===== config.mk =====
export PLATFORM = sky130hd
export DESIGN_NAME = apb_demux_ctrl_flat
export DESIGN_NICKNAME = d
export VERILOG_FILES = /design/src/rtl/apb_demux_ctrl_if.sv /design/src/rtl/apb_demux_ctrl.sv /design/src/flat_wrapper.sv
export SDC_FILE = /design/constraint.sdc
export NUM_CORES = 1
export LEC_CHECK = 0
export BUFFER_PORTS_ARGS = -buffer_cell sky130_fd_sc_hd__clkbuf_2
export CORE_ASPECT_RATIO = 0.7
export CORE_MARGIN = 2
export CORE_UTILIZATION = 45
export DETAILED_ROUTE_END_ITERATION = 12
export GPL_TIMING_DRIVEN = 1
export PLACE_DENSITY = 0.81
export SLEW_MARGIN = 20
export SYNTH_ARGS = -nofsm -noshare
export SYNTH_HDL_FRONTEND = slang
export SYNTH_SLANG_ARGS = --single-unit
export TNS_END_PERCENT = 50

===== constraint.sdc =====
create_clock -name pclk_i -period 2.4 [get_ports pclk_i]
set_input_delay 0.12 -clock pclk_i [delete_from_list [all_inputs] [get_ports pclk_i]]
set_output_delay 0.12 -clock pclk_i [all_outputs]
set_load 0.01 [all_outputs]

===== src/rtl/apb_demux_ctrl_if.sv =====
// APB demultiplexer bus bundle: requester-side signals (m_*) and the shared
// completer-side signals (sl_*). The "slave" modport is the bridge view, and the
// "master" modport is the environment view (requester plus completers).
interface apb_demux_ctrl_if #(
    parameter int SLAVE_COUNT = 3,
    parameter int DATA_WIDTH  = 32,
    parameter int ADDR_WIDTH  = 32
);
    // Requester side
    logic                                   m_psel_i;
    logic                                   m_penable_i;
    logic                                   m_pwrite_i;
    logic [ADDR_WIDTH-1:0]                  m_paddr_i;
    logic [DATA_WIDTH-1:0]                  m_pwdata_i;
    logic [DATA_WIDTH/8-1:0]                m_pstrb_i;
    logic                                   m_pready_o;
    logic                                   m_pslverr_o;
    logic [DATA_WIDTH-1:0]                  m_prdata_o;

    // Completer side
    logic [SLAVE_COUNT-1:0]                 sl_psel_o;
    logic                                   sl_penable_o;
    logic                                   sl_pwrite_o;
    logic [ADDR_WIDTH-1:0]                  sl_paddr_o;
    logic [DATA_WIDTH-1:0]                  sl_pwdata_o;
    logic [DATA_WIDTH/8-1:0]                sl_pstrb_o;
    logic [SLAVE_COUNT-1:0]                 sl_pready_i;
    logic [SLAVE_COUNT-1:0]                 sl_pslverr_i;
    logic [SLAVE_COUNT-1:0][DATA_WIDTH-1:0] sl_prdata_i;

    modport slave (
        input  m_psel_i, m_penable_i, m_pwrite_i, m_paddr_i, m_pwdata_i, m_pstrb_i,
        output m_pready_o, m_pslverr_o, m_prdata_o,
        output sl_psel_o, sl_penable_o, sl_pwrite_o, sl_paddr_o, sl_pwdata_o, sl_pstrb_o,
        input  sl_pready_i, sl_pslverr_i, sl_prdata_i
    );

    modport master (
        output m_psel_i, m_penable_i, m_pwrite_i, m_paddr_i, m_pwdata_i, m_pstrb_i,
        input  m_pready_o, m_pslverr_o, m_prdata_o,
        input  sl_psel_o, sl_penable_o, sl_pwrite_o, sl_paddr_o, sl_pwdata_o, sl_pstrb_o,
        output sl_pready_i, sl_pslverr_i, sl_prdata_i
    );
endinterface


===== src/rtl/apb_demux_ctrl.sv =====
// Registered APB 1-to-N bridge. Captures one requester transfer, decodes the
// target completer from the address region index, replays SETUP/ACCESS on that
// completer and returns its response for one RESP cycle. Addresses outside the
// populated regions complete immediately with an error and touch no completer.
// Optional feature: define APB_DEMUX_TIMEOUT_EN to abort an ACCESS phase that
// sees no ready within TIMEOUT_CYCLES cycles (completes with error, rdata 0).
module apb_demux_ctrl #(
    parameter int SLAVE_COUNT    = 3,
    parameter int DATA_WIDTH     = 32,
    parameter int ADDR_WIDTH     = 32,
    parameter int REGION_BITS    = 12,
    parameter int TIMEOUT_CYCLES = 16
) (
    input  logic              pclk_i,
    input  logic              presetn_i,
    apb_demux_ctrl_if.slave   bus
);

    localparam int IDX_W     = (SLAVE_COUNT > 1) ? $clog2(SLAVE_COUNT) : 1;
    localparam int STRB_W    = DATA_WIDTH / 8;
    localparam int UPPER_LSB = REGION_BITS + IDX_W;
    localparam logic [IDX_W:0] IDX_LIMIT = (IDX_W+1)'(SLAVE_COUNT);

`ifdef APB_DEMUX_TIMEOUT_EN
    localparam int CNT_W = $clog2(TIMEOUT_CYCLES + 1);
    localparam logic [CNT_W-1:0] TMO_LAST = CNT_W'(TIMEOUT_CYCLES - 1);
`endif

    typedef enum logic [1:0] {
        IDLE,
        SETUP,
        ACCESS,
        RESP
    } state_t;

    state_t                  state_q;
    logic [IDX_W-1:0]        idx_q;

    logic [SLAVE_COUNT-1:0]  psel_q;
    logic                    penable_q;
    logic                    pwrite_q;
    logic [ADDR_WIDTH-1:0]   paddr_q;
    logic [DATA_WIDTH-1:0]   pwdata_q;
    logic [STRB_W-1:0]       pstrb_q;

    logic                    pready_q;
    logic                    pslverr_q;
    logic [DATA_WIDTH-1:0]   prdata_q;

`ifdef APB_DEMUX_TIMEOUT_EN
    logic [CNT_W-1:0]        tmo_cnt_q;
`endif

    logic                    setup_req;
    logic [IDX_W-1:0]        dec_idx;
    logic                    dec_hit;
    logic [SLAVE_COUNT-1:0]  dec_onehot;
    logic                    upper_zero;

    logic                    sel_ready;
    logic                    sel_err;
    logic [DATA_WIDTH-1:0]   sel_rdata;

    // Address bits above the region index must be clear; with no such bits the check passes
    generate
        if (ADDR_WIDTH > UPPER_LSB) begin : g_upper
            assign upper_zero = (bus.m_paddr_i[ADDR_WIDTH-1:UPPER_LSB] == '0);
        end else begin : g_no_upper
            assign upper_zero = 1'b1;
        end
    endgenerate

    // Decode the requester setup phase into a region index and hit flag
    always_comb begin
        setup_req  = bus.m_psel_i & ~bus.m_penable_i;
        dec_idx    = bus.m_paddr_i[REGION_BITS +: IDX_W];
        dec_hit    = ({1'b0, dec_idx} < IDX_LIMIT) && upper_zero;
        dec_onehot = SLAVE_COUNT'(1) << dec_idx;
    end

    // Pick out the selected completer's response; other completers are ignored
    always_comb begin
        sel_ready = bus.sl_pready_i[idx_q];
        sel_err   = bus.sl_pslverr_i[idx_q];
        sel_rdata = bus.sl_prdata_i[idx_q];
    end

    // Transfer sequencer with registered completer- and requester-side outputs
    always_ff @(posedge pclk_i or negedge presetn_i) begin
        if (!presetn_i) begin
            state_q   <= IDLE;
            idx_q     <= '0;
            psel_q    <= '0;
            penable_q <= 1'b0;
            pwrite_q  <= 1'b0;
            paddr_q   <= '0;
            pwdata_q  <= '0;
            pstrb_q   <= '0;
            pready_q  <= 1'b0;
            pslverr_q <= 1'b0;
            prdata_q  <= '0;
`ifdef APB_DEMUX_TIMEOUT_EN
            tmo_cnt_q <= '0;
`endif
        end else begin
            case (state_q)
                IDLE: begin
                    if (setup_req) begin
                        paddr_q  <= bus.m_paddr_i;
                        pwrite_q <= bus.m_pwrite_i;
                        pwdata_q <= bus.m_pwdata_i;
                        pstrb_q  <= bus.m_pstrb_i;
                        idx_q    <= dec_idx;
                        if (dec_hit) begin
                            psel_q  <= dec_onehot;
                            state_q <= SETUP;
`ifdef APB_DEMUX_TIMEOUT_EN
                            tmo_cnt_q <= '0;
`endif
                        end else begin
                            // Decode miss: answer straight away, no completer is selected
                            pready_q  <= 1'b1;
                            pslverr_q <= 1'b1;
                            prdata_q  <= '0;
                            state_q   <= RESP;
                        end
                    end
                end

                SETUP: begin
                    penable_q <= 1'b1;
                    state_q   <= ACCESS;
                end

                ACCESS: begin
                    if (sel_ready) begin
                        psel_q    <= '0;
                        penable_q <= 1'b0;
                        pready_q  <= 1'b1;
                        pslverr_q <= sel_err;
                        prdata_q  <= pwrite_q ? '0 : sel_rdata;
                        state_q   <= RESP;
                    end
`ifdef APB_DEMUX_TIMEOUT_EN
                    else if (tmo_cnt_q == TMO_LAST) begin
                        psel_q    <= '0;
                        penable_q <= 1'b0;
                        pready_q  <= 1'b1;
                        pslverr_q <= 1'b1;
                        prdata_q  <= '0;
                        state_q   <= RESP;
                    end else begin
                        tmo_cnt_q <= tmo_cnt_q + 1'b1;
                    end
`else
                    // Without the timeout, ACCESS holds until the completer is ready
`endif
                end

                RESP: begin
                    pready_q  <= 1'b0;
                    pslverr_q <= 1'b0;
                    prdata_q  <= '0;
                    state_q   <= IDLE;
                end

                default: begin
                    state_q <= IDLE;
                end
            endcase
        end
    end

    assign bus.sl_psel_o    = psel_q;
    assign bus.sl_penable_o = penable_q;
    assign bus.sl_pwrite_o  = pwrite_q;
    assign bus.sl_paddr_o   = paddr_q;
    assign bus.sl_pwdata_o  = pwdata_q;
    assign bus.sl_pstrb_o   = pstrb_q;
    assign bus.m_pready_o   = pready_q;
    assign bus.m_pslverr_o  = pslverr_q;
    assign bus.m_prdata_o   = prdata_q;

endmodule


===== src/flat_wrapper.sv =====
// flat-port wrapper written by rule: the top's interface ports become plain ports
module apb_demux_ctrl_flat 
#(
    parameter int SLAVE_COUNT    = 3,
    parameter int DATA_WIDTH     = 32,
    parameter int ADDR_WIDTH     = 32,
    parameter int REGION_BITS    = 12,
    parameter int TIMEOUT_CYCLES = 16
)
  (pclk_i, presetn_i, bus_m_psel_i, bus_m_penable_i, bus_m_pwrite_i, bus_m_paddr_i, bus_m_pwdata_i, bus_m_pstrb_i, bus_m_pready_o, bus_m_pslverr_o, bus_m_prdata_o, bus_sl_psel_o, bus_sl_penable_o, bus_sl_pwrite_o, bus_sl_paddr_o, bus_sl_pwdata_o, bus_sl_pstrb_o, bus_sl_pready_i, bus_sl_pslverr_i, bus_sl_prdata_i);
  apb_demux_ctrl_if #(.SLAVE_COUNT(SLAVE_COUNT), .DATA_WIDTH(DATA_WIDTH), .ADDR_WIDTH(ADDR_WIDTH)) bus_i ();
  input  logic pclk_i;
  input  logic presetn_i;
  input wire logic [$bits(bus_i.m_psel_i)-1:0] bus_m_psel_i;
  input wire logic [$bits(bus_i.m_penable_i)-1:0] bus_m_penable_i;
  input wire logic [$bits(bus_i.m_pwrite_i)-1:0] bus_m_pwrite_i;
  input wire logic [$bits(bus_i.m_paddr_i)-1:0] bus_m_paddr_i;
  input wire logic [$bits(bus_i.m_pwdata_i)-1:0] bus_m_pwdata_i;
  input wire logic [$bits(bus_i.m_pstrb_i)-1:0] bus_m_pstrb_i;
  output wire logic [$bits(bus_i.m_pready_o)-1:0] bus_m_pready_o;
  output wire logic [$bits(bus_i.m_pslverr_o)-1:0] bus_m_pslverr_o;
  output wire logic [$bits(bus_i.m_prdata_o)-1:0] bus_m_prdata_o;
  output wire logic [$bits(bus_i.sl_psel_o)-1:0] bus_sl_psel_o;
  output wire logic [$bits(bus_i.sl_penable_o)-1:0] bus_sl_penable_o;
  output wire logic [$bits(bus_i.sl_pwrite_o)-1:0] bus_sl_pwrite_o;
  output wire logic [$bits(bus_i.sl_paddr_o)-1:0] bus_sl_paddr_o;
  output wire logic [$bits(bus_i.sl_pwdata_o)-1:0] bus_sl_pwdata_o;
  output wire logic [$bits(bus_i.sl_pstrb_o)-1:0] bus_sl_pstrb_o;
  input wire logic [$bits(bus_i.sl_pready_i)-1:0] bus_sl_pready_i;
  input wire logic [$bits(bus_i.sl_pslverr_i)-1:0] bus_sl_pslverr_i;
  input wire logic [$bits(bus_i.sl_prdata_i)-1:0] bus_sl_prdata_i;
  assign bus_i.m_psel_i = bus_m_psel_i;
  assign bus_i.m_penable_i = bus_m_penable_i;
  assign bus_i.m_pwrite_i = bus_m_pwrite_i;
  assign bus_i.m_paddr_i = bus_m_paddr_i;
  assign bus_i.m_pwdata_i = bus_m_pwdata_i;
  assign bus_i.m_pstrb_i = bus_m_pstrb_i;
  assign bus_m_pready_o = bus_i.m_pready_o;
  assign bus_m_pslverr_o = bus_i.m_pslverr_o;
  assign bus_m_prdata_o = bus_i.m_prdata_o;
  assign bus_sl_psel_o = bus_i.sl_psel_o;
  assign bus_sl_penable_o = bus_i.sl_penable_o;
  assign bus_sl_pwrite_o = bus_i.sl_pwrite_o;
  assign bus_sl_paddr_o = bus_i.sl_paddr_o;
  assign bus_sl_pwdata_o = bus_i.sl_pwdata_o;
  assign bus_sl_pstrb_o = bus_i.sl_pstrb_o;
  assign bus_i.sl_pready_i = bus_sl_pready_i;
  assign bus_i.sl_pslverr_i = bus_sl_pslverr_i;
  assign bus_i.sl_prdata_i = bus_sl_prdata_i;
  apb_demux_ctrl #(.SLAVE_COUNT(SLAVE_COUNT), .DATA_WIDTH(DATA_WIDTH), .ADDR_WIDTH(ADDR_WIDTH), .REGION_BITS(REGION_BITS), .TIMEOUT_CYCLES(TIMEOUT_CYCLES)) u_core (.pclk_i(pclk_i), .presetn_i(presetn_i), .bus(bus_i));
endmodule

==> results.md <==
* Adder-Cell Fraction of Synth Area at 0.962%
* FF-to-FF End: u_core.bus.m_prdata_o[17]$_DFFE_PN0P_
* Post-Syn Instances at 414
* R2R Path Start: u_core.state_q[0]$_DFFE_PN0P_
* Clk_lat worst skew at 0.34 ns
* Design area at 7160 um2
* Dpl cell area at 6770 um2
* Outcome: completed
* Setup TNS at 0 ns
* DR WL/cell at 16.0 um
* Number of global-route vias before repair at 4383
* Final setup vio count at 0
* Synthesized area per cell at 12.6 um2
* Worst Hold End: u_core.bus.sl_paddr_o[8]$_DFFE_PN0P_
* DRT iter0 DRCs at 161
* HP Start: bus_m_paddr_i[8]
* Part of the cycle the worst path needs at 87.7%
* Global-route wire length before repair at 22100 um
* Post-route ant nets at 0
* DIE AREA at 12400 um2
* Layout cells sized above 1 at 58.7%
* Synthesized area at 5200 um2
* Die Wd at 132 um
* # Post-CTS Setup Buffers at 0
* Max cap viols at 0
* Final wirelength at 13700 um
* RD Place Congestion at 0.816
* RSZ-0062 raised after global routing: no
* Synth warn at 0
* Post-Syn Nets at 593
* CTS clk-pin slew, worst paths at 0.08 ns
* Remaining global-route overflow at 0
* Worst-margin pin slew at 0.885 ns
* CP max FO at 9
* Via density at 4.96
* Most common cell after layout, fill and taps aside: clkbuf_2
* Post-synthesis xor/xnor area fraction at 0%
* Pwr Density at 1190 nW/um2
* Fmax at 0.475 GHz
* N_diodes at 0
* Top Ports at 282
* Data arrival, critical path at 2.32 ns
* Fin. Hold Viols at 0
* Synth unique cells at 27
* WHS Path Cells at 2
* Max-slew violations at 0
* Die Ht at 93.9 um
* # DRC at 0
* Fill cells at 903
* R2r setup slk at 0.29 ns
* Post-place setup slack at 0.294 ns
* Clock skew at 0.0120 ns
* Final worst slack at 0.295 ns
* Compound-cell area share of the yosys netlist at 4.84%
* CP Capture Type: register
* Initial Util at 46.7%
* R2r worst-path depth at 7
* Post-synthesis mux area share at 31.7%
* Placed Cells incl. Taps at 831
* Initial antenna violation count at 0
* Pwr Total at 8.55 mW
* Simple-Gate Fraction of Synth Area at 7.05%
* HP Class: in2reg
* CTS Buf Count at 9
* Final net count at 879
* Std cell rows at 32
* Clk root buf: clkbuf_16
* Worst setup SP type: register
* TritonRoute pass-1 iters at 4
* Non-Filler Instances at 858
* Largest net degree at the start of global routing at 61
* Clk buf depth at 2
* Total GRT Usage at 22.1%
* Core area at 11100 um2
* Synth Register Bits at 109
* Routed vias at 4259
* Req. time, crit path at 2.62 ns
* Crit path kind: reg2reg
* Most frequent cells in the layout: clkbuf_2, dfrtp_1, mux2_2
* Area Overhead vs Synth at 37.7%
* Largest family of logic cells by synthesized area: multiplexers
* Final Critical Period at 2.11 ns
* VDD IR max at 578 uV
* Clock Sink Count at 109
* CTS tree: yes
* LEAKAGE at 3.83 nW
* Port buffer count at 281
* Register area share after synthesis at 52.5%
* Slew Limit Headroom at 40.7%
* H-tree level count at 3
* Detailed Place HPWL at 10700 um
==> worst max-delay path by stage <==
| stage | startpoint | endpoint | slack, ns |
|---|---|---|---|
| 2_1_floorplan | u_core.state_q[0]$_DFFE_PN0P_ | u_core.bus.sl_psel_o[0]$_DFFE_PN0P_ | 0.44 |
| 3_3_place_gp | u_core.state_q[0]$_DFFE_PN0P_ | u_core.bus.m_prdata_o[19]$_DFFE_PN0P_ | 0.41 |
| 3_5_place_dp | u_core.state_q[0]$_DFFE_PN0P_ | u_core.bus.m_prdata_o[17]$_DFFE_PN0P_ | 0.29 |
| 4_1_cts | u_core.state_q[0]$_DFFE_PN0P_ | u_core.bus.m_prdata_o[17]$_DFFE_PN0P_ | 0.28 |
| 5_1_grt | u_core.state_q[0]$_DFFE_PN0P_ | u_core.bus.m_prdata_o[17]$_DFFE_PN0P_ | 0.14 |
| 6_report | u_core.state_q[0]$_DFFE_PN0P_ | u_core.bus.m_prdata_o[17]$_DFFE_PN0P_ | 0.29 |
==> logic make-up (layout without fill, tap and decap cells) <==
family,after synthesis,in the layout
buf+inv,33,324
fa+ha+maj,4,4
mux,141,141
compound gates,44,44
flops,109,109
simple gates,83,83
==> final cells by class <==
| class | instances | area [um2] | area share [%] |
|---|---|---|---|
| sequential | 109 | 2730 | 38.1 |
| multi-input combinational | 272 | 2320 | 32.4 |
| inverter | 6 | 22.5 | 0.314 |
| clock inverter | 7 | 56.3 | 0.786 |
| timing repair buffer | 302 | 1620 | 22.6 |
| tap | 153 | 191 | 2.67 |
| clock buffer | 9 | 225 | 3.14 |
==> stage by stage <==
stage / util (%) / hold slack (ns)
final: 64.3 / 0.0154
after global routing: 64.3 / 0.00128
after CTS: 63.7 / 0.000256
after detailed placement: 60.8 / 0.185
after global placement: 60.8 / 0.176
after floorplan: - / -0.176
==> Yosys cell counts <==
master,instances,area [um2]
inv_1,6,22.5
ha_1,4,50.1
a2bb2oi_2,1,15.0
and3b_1,1,8.76
buf_6,3,33.8
mux2_2,73,822
dfrtp_1,109,2730
a21oi_1,34,170
buf_2,5,25.0
buf_4,1,7.51
or2_2,1,6.26
mux2i_1,39,390
a211oi_1,2,15.0
mux2_4,29,435
nor2_1,68,255
o22ai_1,2,12.5
nand3_1,1,5.00
and4_1,1,8.76
o2bb2ai_1,3,26.3
buf_1,4,15.0
nor4_1,4,25.0
o211ai_1,1,7.51
nand3b_4,1,20.0
nand2b_1,3,18.8
nor2b_1,3,18.8
clkbuf_1,14,52.6
o21ai_0,1,5.00
==> report_power, final <==
group | switching [mW] | total [mW] | internal (mW)
registers | 0.419 | 2.99 | 2.57
clock network | 0.698 | 1.42 | 0.722
logic | 2.07 | 4.14 | 2.08
total | 3.18 | 8.55 | 5.37
==> repair_timing <==
item	CTS	global route
hold buffers	4	7
gates resized for setup	0	0
hold endpoints to repair	52	7
==> state kept, by name (all words and copies together) (netlist names), 2 cells and up <==
| register | count |
|---|---|
| u_core.bus.sl_pwdata_o | 32 |
| u_core.bus.sl_paddr_o | 32 |
| u_core.state_q | 2 |
| u_core.bus.sl_pstrb_o | 4 |
| u_core.bus.m_prdata_o | 32 |
| u_core.bus.sl_psel_o | 3 |
==> layer usage <==
| layer | vias up | GRT usage, % | share of wire [%] |
|---|---|---|---|
| li1 | 2016 | - | - |
| met1 | 2068 | 28.2 | 42 |
| met2 | 168 | 38.8 | 51 |
| met3 | 7 | 5.77 | 6.7 |
| met4 | 0 | 3.67 | 0.62 |
| met5 | - | 0 | 0 |
==> worst max-delay path: stages, from the launching register on <==
cell	delay [ns]
dfrtp_1	0.41
inv_1	0.08
ha_1	0.29
inv_1	0.18
a2bb2oi_2	0.26
nand3b_4	0.21
buf_4	0.25
mux2_4	0.30
No activity file was read; power rests on OpenSTA's default activity.
